[src/rtl/bitwise_pkg.sv]
// ---------------------------------------------------------------------------
// bitwise_pkg
//
// Shared definitions for the bitwise result serializer:
//   WIDTH_DEF  - default width of each result word
//   NUM_RES    - number of result words in one set (NOT, AND, OR, XOR, XNOR)
//   IDX_W      - width of the operation index carried with every beat
//   OP_*       - operation index constants, in emission order
//   state_t    - serializer state type
// ---------------------------------------------------------------------------
package bitwise_pkg;

    localparam int WIDTH_DEF = 4;
    localparam int NUM_RES   = 5;
    localparam int IDX_W     = 3;

    localparam logic [IDX_W-1:0] OP_NOT  = 3'd0;
    localparam logic [IDX_W-1:0] OP_AND  = 3'd1;
    localparam logic [IDX_W-1:0] OP_OR   = 3'd2;
    localparam logic [IDX_W-1:0] OP_XOR  = 3'd3;
    localparam logic [IDX_W-1:0] OP_XNOR = 3'd4;

    typedef enum logic {
        IDLE,
        SEND
    } state_t;

endpackage

[src/rtl/bitwise_result_serializer.sv]
// ---------------------------------------------------------------------------
// bitwise_result_serializer
//
// Captures one full result set (NOT, AND, OR, XOR, XNOR words) from the
// bitwise operation unit in a single valid/ready handshake, then emits the
// five words one per accepted output beat, each tagged with its operation
// index. A new set can be captured on the same cycle the last beat of the
// previous set is accepted, so full-rate streaming has no idle cycle.
//
// Ports:
//   clk       - system clock, rising edge
//   rst       - asynchronous active-high reset
//   clear     - synchronous abort, drops any set in progress
//   in_valid  - upstream result set present on d0..d4
//   in_ready  - block can capture a set this cycle
//   d0..d4    - NOT, AND, OR, XOR, XNOR result words
//   out_valid - out_data/out_idx/out_last valid
//   out_ready - downstream accepts the current beat
//   out_data  - current result word
//   out_idx   - operation index 0..4
//   out_last  - high on the index-4 beat
//   busy      - a set is being held
//   out_par   - even parity of out_data (only with BITWISE_SER_PARITY_EN)
//
// Optional feature: define BITWISE_SER_PARITY_EN to add the out_par port.
// ---------------------------------------------------------------------------
module bitwise_result_serializer
    import bitwise_pkg::*;
#(
    parameter int WIDTH = WIDTH_DEF
) (
    input  logic             clk,
    input  logic             rst,
    input  logic             clear,
    input  logic             in_valid,
    output logic             in_ready,
    input  logic [WIDTH-1:0] d0,
    input  logic [WIDTH-1:0] d1,
    input  logic [WIDTH-1:0] d2,
    input  logic [WIDTH-1:0] d3,
    input  logic [WIDTH-1:0] d4,
    output logic             out_valid,
    input  logic             out_ready,
    output logic [WIDTH-1:0] out_data,
    output logic [IDX_W-1:0] out_idx,
    output logic             out_last,
    output logic             busy
`ifdef BITWISE_SER_PARITY_EN
    ,
    output logic             out_par
`endif
);

    state_t           state_q,     state_d;
    logic [IDX_W-1:0] idx_q,       idx_d;
    logic [WIDTH-1:0] hold_q [NUM_RES];
    logic [WIDTH-1:0] hold_d [NUM_RES];
    logic             out_valid_q, out_valid_d;
    logic [WIDTH-1:0] out_data_q,  out_data_d;
    logic [IDX_W-1:0] out_idx_q,   out_idx_d;
    logic             out_last_q,  out_last_d;
    logic             busy_q,      busy_d;
`ifdef BITWISE_SER_PARITY_EN
    logic             out_par_q,   out_par_d;
`endif

    logic capture;
    logic beat_done;

    // In SEND the block can only accept a new set while the final beat is
    // being handed off; clear always blocks capture.
    always_comb begin
        in_ready = 1'b0;
        unique case (state_q)
            IDLE:    in_ready = !clear;
            SEND:    in_ready = out_last_q && out_ready && !clear;
            default: in_ready = 1'b0;
        endcase
    end

    assign capture   = in_valid && in_ready;
    assign beat_done = out_valid_q && out_ready;

    // Next-state logic. Priority is clear, then capture (which in SEND only
    // happens on the accepted last beat), then advancing to the next word.
    // Output registers are loaded with the word they will show, so they stay
    // stable across backpressure without any extra logic.
    always_comb begin
        state_d     = state_q;
        idx_d       = idx_q;
        hold_d      = hold_q;
        out_valid_d = out_valid_q;
        out_data_d  = out_data_q;
        out_idx_d   = out_idx_q;
        out_last_d  = out_last_q;
        busy_d      = busy_q;

        if (clear || (beat_done && (idx_q == OP_XNOR) && !capture)) begin
            state_d     = IDLE;
            idx_d       = OP_NOT;
            out_valid_d = 1'b0;
            out_data_d  = '0;
            out_idx_d   = OP_NOT;
            out_last_d  = 1'b0;
            busy_d      = 1'b0;
        end else if (capture) begin
            state_d     = SEND;
            idx_d       = OP_NOT;
            hold_d[0]   = d0;
            hold_d[1]   = d1;
            hold_d[2]   = d2;
            hold_d[3]   = d3;
            hold_d[4]   = d4;
            out_valid_d = 1'b1;
            out_data_d  = d0;
            out_idx_d   = OP_NOT;
            out_last_d  = 1'b0;
            busy_d      = 1'b1;
        end else if (beat_done) begin
            idx_d       = idx_q + 3'd1;
            out_data_d  = hold_q[idx_d];
            out_idx_d   = idx_d;
            out_last_d  = (idx_d == OP_XNOR);
        end
    end

`ifdef BITWISE_SER_PARITY_EN
    // Parity follows the word loaded into out_data, so it shares its timing.
    assign out_par_d = ^out_data_d;
`endif

    // State and output registers, cleared asynchronously by rst.
    always_ff @(posedge clk or posedge rst) begin
        if (rst) begin
            state_q     <= IDLE;
            idx_q       <= OP_NOT;
            for (int i = 0; i < NUM_RES; i++) begin
                hold_q[i] <= '0;
            end
            out_valid_q <= 1'b0;
            out_data_q  <= '0;
            out_idx_q   <= OP_NOT;
            out_last_q  <= 1'b0;
            busy_q      <= 1'b0;
`ifdef BITWISE_SER_PARITY_EN
            out_par_q   <= 1'b0;
`endif
        end else begin
            state_q     <= state_d;
            idx_q       <= idx_d;
            hold_q      <= hold_d;
            out_valid_q <= out_valid_d;
            out_data_q  <= out_data_d;
            out_idx_q   <= out_idx_d;
            out_last_q  <= out_last_d;
            busy_q      <= busy_d;
`ifdef BITWISE_SER_PARITY_EN
            out_par_q   <= out_par_d;
`endif
        end
    end

    assign out_valid = out_valid_q;
    assign out_data  = out_data_q;
    assign out_idx   = out_idx_q;
    assign out_last  = out_last_q;
    assign busy      = busy_q;
`ifdef BITWISE_SER_PARITY_EN
    assign out_par   = out_par_q;
`endif

endmodule

[config.mk]
export PLATFORM = sky130hd
export DESIGN_NAME = bitwise_result_serializer
export DESIGN_NICKNAME = d
export VERILOG_FILES = /design/src/rtl/bitwise_pkg.sv /design/src/rtl/bitwise_result_serializer.sv
export SDC_FILE = /design/constraint.sdc
export NUM_CORES = 1
export LEC_CHECK = 0
export CAP_MARGIN = 20
export CELL_PAD_IN_SITES_DETAIL_PLACEMENT = 0
export CELL_PAD_IN_SITES_GLOBAL_PLACEMENT = 2
export CORE_MARGIN = 4
export CORE_UTILIZATION = 30
export CTS_BUF_LIST = sky130_fd_sc_hd__clkbuf_8
export DETAILED_ROUTE_END_ITERATION = 8
export PLACE_DENSITY = 0.83
export SYNTH_ARGS = -nofsm -noshare
export SYNTH_HDL_FRONTEND = slang
export SYNTH_SLANG_ARGS = --single-unit
[constraint.sdc]
create_clock -name clk -period 1.88 [get_ports clk]
set_input_delay 0.188 -clock clk [delete_from_list [all_inputs] [get_ports clk]]
set_output_delay 0.188 -clock clk [all_outputs]
set_load 0.01 [all_outputs]
==> metrics.md, run 1 <==
| Metric | Value |
|---|---|
| Crit Path Category | reg -> out |
| Yosys reg bits | 29 |
| Syn_nets | 154 |
| Critical R2R Capture | out_data[2] |
| Via Count | 1105 |
| Peak VDD IR | 0.000371 V |
| Overflow after GRT | 0 |
| Core Box Area | 0.00488 mm² |
| CP arrival | 1600 ps |
| Total GRT Usage | 0.121 |
| Compound-Gate Fraction of Synth Area | 0.122 |
| Num rows | 25 |
| Met3 Wirelength | 201 µm |
| Post-CTS Setup Bufs | 0 |
| Leak | 0.000894 µW |
| Fin nets | 195 |
| Final Hold Vio Count | 0 |
| Die area | 0.00641 mm² |
| Die W | 80.1 µm |
| Mapped Area | 0.00156 mm² |
| N_diodes | 0 |
| Post-synth EDFFs | 0 |
| Utilization of the core after routing | 0.432 |
| CTS Buf Count | 5 |
| Clk sink count | 29 |
| Adder-cell share of the synthesized area | 0.0241 |
| Area Growth Syn to Fin | 35.3% |
| GPL Wtd Cong | 0.832 |
| Inst Count DP | 227 |
| DP Wirelength | 2.65 mm |
| Max-slew violations | 0 |
| Worst-Skew Late Latency | 280 ps |
| Worst-Margin Slew | 436 ps |
| Htree depth | 2 |
| Cells after synthesis | 126 |
| Critical path fanouts, max | 8 |
| Share of layout cells above drive strength 1 | 0.274 |
| Peak Freq | 0.560 GHz |
| R2R cell count | 5 |
| Routed Wire Length | 3.51 mm |
| Relative slew slack | 0.709 |
| Seq/Total Area, Yosys | 0.466 |
| DR WL/cell | 14.9 µm |
| Post-synthesis mux area share | 0.230 |
| Post-route ant nets | 0 |
| # setup viols final | 0 |
| Max clock buf depth | 2 |
| Yosys cell types | 37 |
| Pwr Density | 879 mW/mm² |
| 1st-iter DRT viols | 36 |
| Hold Crit Class | in -> async |
| Required time of the critical path | 1690 ps |
| R2r setup slk | 110 ps |
| Initial Util | 0.319 |
| Warnings from Yosys | 0 |
| Clk_skew | 4.19 ps |
| CTS tree | built |
| FFs w/ async S/R, synth | 1.00 |
| Syn avg cell area | 12.4 µm² |
| CTS clk-pin slew, worst paths | 60 ps |
| RSZ-0062 raised after global routing | false |
| Global-route wire length before repair | 5.97 mm |
| Die Y | 80.1 µm |
| Worst r2r src | out_idx[0] |
| Post-synth top flop | dfrtp_1 |
| Simple-gate share of the synthesized area | 0.0996 |
| First drt pass iteration count | 4 |
| Metal2 WL | 1.68 mm |
| I/O pin cnt | 36 |
| Buffers on Ports | 35 |
| Max cap viols | 0 |
| CP endpoint kind | primary output |
| Root buf cell | clkbuf_8 |
| Outcome | finished, final reports clean |
| Largest net degree at the start of global routing | 30 |
| Combinational family with the most area after synthesis | multiplexers |
| Max layer used | met4 |
| Tmin final | 1790 ps |
| Initial antenna violation count | 0 |
| Critical path launch point type | register |
| XOR/XNOR Fraction of Synth Area | 0.00562 |
| Vias per Instance | 4.70 |
| Drt drc | 0 |
| Vias in the first global route | 1198 |
| Met1 Wirelength | 1.59 mm |
| Final period util | 0.950 |
| Layout Cells excl Fill | 235 |
==> metal layers <==
metal | vias up | global-route usage
met1 | 540 | 0.156
li1 | 529 | -
met4 | 0 | 0.0338
met2 | 29 | 0.187
met3 | 7 | 0.0460
met5 | - | 0
==> where the power goes <==
group / leakage [µW] / switching (µW) / internal (µW)
clock network: 0.0000542 / 238 / 330
logic: 0.000483 / 174 / 292
registers: 0.000356 / 77.9 / 738
==> cell usage after synthesis, drive strengths merged, types with 2 or more instances <==
| library cell | count | share of area |
|---|---|---|
| mux2i | 5 | 0.032 |
| clkbuf | 2 | 0.0048 |
| ha | 3 | 0.024 |
| buf | 5 | 0.031 |
| and2 | 2 | 0.0088 |
| a22oi | 2 | 0.0096 |
| nor2 | 4 | 0.014 |
| dfrtp | 29 | 0.47 |
| a32oi | 3 | 0.017 |
| mux2 | 22 | 0.20 |
| nor3 | 2 | 0.0096 |
| inv | 7 | 0.017 |
| nand3 | 7 | 0.022 |
| o21ai | 8 | 0.026 |
| nand2 | 10 | 0.026 |
| a21oi | 3 | 0.0096 |
==> flip-flops by register name (all words and copies together) (netlist names) <==
register,cells
out_idx,3
hold_q,20
out_data,4
out_last,1
busy,1
==> layout by cell type, fill, tap and decap left out, drive strengths merged, types with 3 or more instances in the layout <==
cell / count
dfrtp: 29
nand2: 10
clkbuf: 7
mux2i: 5
buf: 6
o21ai: 8
mux2: 22
inv: 7
nand3: 7
a32oi: 3
clkdlybuf4s50: 35
a21oi: 3
ha: 3
nor2: 4
==> stage by stage <==
stage	instance area [µm²]	power (µW)	hold slack (ps)	TNS (ps)	setup WS [ps]
floorplan	1560	1110	266	0	16.8
global route	2110	1960	321	0	4.46
finish	2110	1850	273	0	93.8
detailed placement	1990	1300	498	-19.9	-19.9
global placement	1990	1280	491	0	97.2
CTS	2100	1880	282	0	55.3
==> cell families after synthesis <==
kind of cell               after synthesis
xor gates and xnor gates                 1
AOI/OAI and AO/OA                       23
buffers and inverters                   14
muxes                                   27
and+or+nand+nor                         29
DFF                                     29
adders and majority gates                3
==> critical path, cell delays in order, from the launching register on <==
cell	delay, ps
dfrtp_1	480
a21boi_4	300
nor2_1	60
clkdlybuf4s50_1	480
==> final cells by class <==
cell class	instances	area, µm²
Tap cell	67	83.8
Multi-Input combinational cell	83	762
Clock buffer	7	96.3
Clock inverter	1	5.00
Inverter	7	26.3
Timing Repair Buffer	41	408
Fill cell	488	2770
Sequential cell	29	726
==> worst max-delay path by stage <==
stage / start / to / depth (start not counted)
after floorplan: out_idx[0] / out_data[3] / 7
after global placement: out_idx[0] / out_data[0] / 6
final: busy / in_ready / 3
after CTS: out_idx[0] / out_data[3] / 6
after detailed placement: out_idx[0] / out_data[3] / 6
after global routing: out_idx[0] / out_data[3] / 6
==> timing repair <==
action                                  in CTS  in global routing
gates cloned                                 0                  0
hold buffers                                 0                  0
pin swaps                                    0                  0
resized for setup                            1                  1
endpoints found under the setup margin       1                  1
No activity file was read; power rests on OpenSTA's default activity.
==> run 2: changes to the inputs <==
- GPL_TIMING_DRIVEN: not set -> 0
==> run 2 against run 1 <==
Net effect:
- maximum frequency grew 1.2%
- hold slack better by 12 ps
- count of clock-buffer cells in the layout decreased by 1
- critical path type is now reg -> reg
==> metrics.md, run 2 (same netlist as run 1, synthesis figures left out) <==
| Metric | Value |
|---|---|
| Post-route ant nets | 0 (unchanged) |
| Drt drc | 0 (unchanged) |
| Critical path fanouts, max | 8 (unchanged) |
| Initial antenna violation count | 0 (unchanged) |
| Core Box Area | 0.00488 mm² (unchanged) |
| Max reg flops | 20 (unchanged) |
| CP max stage delay | 370 ps (was 480 ps) |
| Cts hold-fix bufs | 0 (unchanged) |
| Global-route wire length before repair | 6.14 mm (was 5.97 mm) |
| CP startpoint | out_idx[0] (was busy) |
| Worst r2r src | out_idx[0] (unchanged) |
| Total GRT Usage | 0.125 (was 0.121) |
| DP Wirelength | 2.62 mm (was 2.65 mm) |
| CP endpoint kind | register (was primary output) |
| Pwr Density | 858 mW/mm² (was 879 mW/mm²) |
| 1st-iter DRT viols | 39 (was 36) |
| Die W | 80.1 µm (unchanged) |
| Peak VDD IR | 0.000528 V (was 0.000371 V) |
| Relative slew slack | 0.575 (was 0.709) |
| Reg with most FFs | hold_q (unchanged) |
| Clk_skew | 6.01 ps (was 4.19 ps) |
| Power, Total | 1850 µW (about the same) |
| Htree depth | 2 (unchanged) |
| Share of layout cells above drive strength 1 | 0.292 (was 0.274) |
| Die Y | 80.1 µm (unchanged) |
| Routed Wire Length | 3.60 mm (was 3.51 mm) |
| Most frequent cells in the layout | clkdlybuf4s50_1 (35), dfrtp_1 (28), mux2_4 (16) (was clkdlybuf4s50_1 (35), dfrtp_1 (29), mux2_4 (16)) |
| Area Growth Syn to Fin | 38.5% (was 35.3%) |
| CTS tree | built (unchanged) |
| Setup TNS | 0 ps (unchanged) |
| Leak | 0.000917 µW (was 0.000894 µW) |
| CP arrival | 1980 ps (was 1600 ps) |
| RSZ-0062 raised after global routing | false (unchanged) |
| Worst hold slack | 284 ps (was 273 ps) |
| CP max stage cell | dfrtp_1 (unchanged) |
| Num rows | 25 (unchanged) |
| I/O pin cnt | 36 (unchanged) |
| Vias in the first global route | 1248 (was 1198) |
| Max cap viols | 0 (unchanged) |
| # setup viols final | 0 (unchanged) |
| First drt pass iteration count | 4 (unchanged) |
| Max-slew violations | 0 (unchanged) |
| Tmin final | 1770 ps (was 1790 ps) |
| Crit Path Category | reg -> reg (was reg -> out) |
| Critical path launch point type | register (unchanged) |
| Initial Util | 0.319 (unchanged) |
| Die area | 0.00641 mm² (unchanged) |
| Clk sink count | 29 (unchanged) |
| Buffers on Ports | 35 (unchanged) |
| Final period util | 0.939 (was 0.950) |
| Vias per Instance | 4.78 (was 4.70) |
| N_diodes | 0 (unchanged) |
| DR WL/cell | 15.1 µm (was 14.9 µm) |
| Final Hold Vio Count | 0 (unchanged) |
| Worst Path Buf+Inv | 3 (was 1) |
| Via Count | 1137 (was 1105) |
| CTS Buf Count | 5 (unchanged) |
| Utilization of the core after routing | 0.442 (was 0.432) |
| CP most frequent cell | buf_4 |
| CTS clk-pin slew, worst paths | 70 ps (was 60 ps) |
| Worst-Margin Slew | 637 ps (was 436 ps) |
| Worst-Skew Late Latency | 280 ps (about the same) |
| Commonest non-fill, non-tap cell in the layout | clkdlybuf4s50_1 (unchanged) |
| Largest net degree at the start of global routing | 30 (unchanged) |
| Crit path max-delay family | buffers and inverters (was flip-flops) |
| Required time of the critical path | 2100 ps (was 1690 ps) |
| Peak Freq | 0.567 GHz (was 0.560 GHz) |
| Hold Crit Class | in -> async (unchanged) |
| Root buf cell | clkbuf_8 (unchanged) |
| Overflow after GRT | 0 (unchanged) |
| Critical path, cell by cell | buf_4 -> inv_1 -> ha_4 -> and2_1 -> a2111oi_4 -> buf_4 -> a32oi_1 -> nand3_1 (was a21boi_4 -> nor2_1 -> clkdlybuf4s50_1) |
| Outcome | finished, final reports clean (unchanged) |
| Fin nets | 198 (was 195) |
| Max clock buf depth | 2 (unchanged) |
| GPL Wtd Cong | 0.784 (was 0.832) |
==> run 2: path summary, 6_finish.rpt <==
| path | endpoint | slack, ps | cells past startpoint |
|---|---|---|---|
| worst min-delay path | hold_q[1] | 280 | 2 |
| max in group asynchronous | out_last | 1090 | 3 |
| worst min register to register | hold_q[18] | 510 | 1 |
| worst max-delay path | out_data[3] | 110 | 8 |
| worst max register to register | out_data[3] | 110 | 8 |
| min in group clk | hold_q[19] | 470 | 3 |
==> run 2: repair_timing <==
item	4_1_cts	5_1_grt
buffers inserted	0	1
setup endpoints to repair	4	5
gates resized for setup	4	7
pin swaps	1	1
==> run 2: worst reg2reg max path: cells and delay by family, from the launching register on <==
kind                     cells  cell delay [ps]
adder cells (fa/ha/maj)      1              160
buffers and inverters        3              470
AO/OA/AOI/OAI                2              420
AND/OR/NAND/NOR              2              280
flip-flops                   1              370
==> run 2: report_power, final <==
part           internal (µW)  switching (µW)  total (µW)
Sequential               738            73.3         812
Combinational            306             182         488
Clock                    296             256         552
==> run 2: per-stage QoR <==
stage               std cells  instance area (µm²)  setup slack, ps
floorplan                 126                 1560             16.8
global placement          228                 1990             -230
detailed placement        228                 1990             -272
CTS                       236                 2100             17.0
global route              238                 2160             1.04
finish                    238                 2160              115
==> run 2: layout make-up <==
cell class                      count  area [µm²]
Multi-Input combinational cell     83         762
Sequential cell                    29         727
Buffer                              7        76.3
Timing Repair Buffer               37         385
Clock buffer                        6        82.6
Tap cell                           67        83.8
Inverter                            7        26.3
Fill cell                         474        2720
Clock inverter                      2        13.8
==> run 2: routing by layer <==
layer	global-route usage	routed length, µm	vias to the layer above
met5	0	0	-
met4	0.0574	62	0
met3	0.0359	185	7
met2	0.189	1670	35
met1	0.165	1680	559
li1	-	-	536
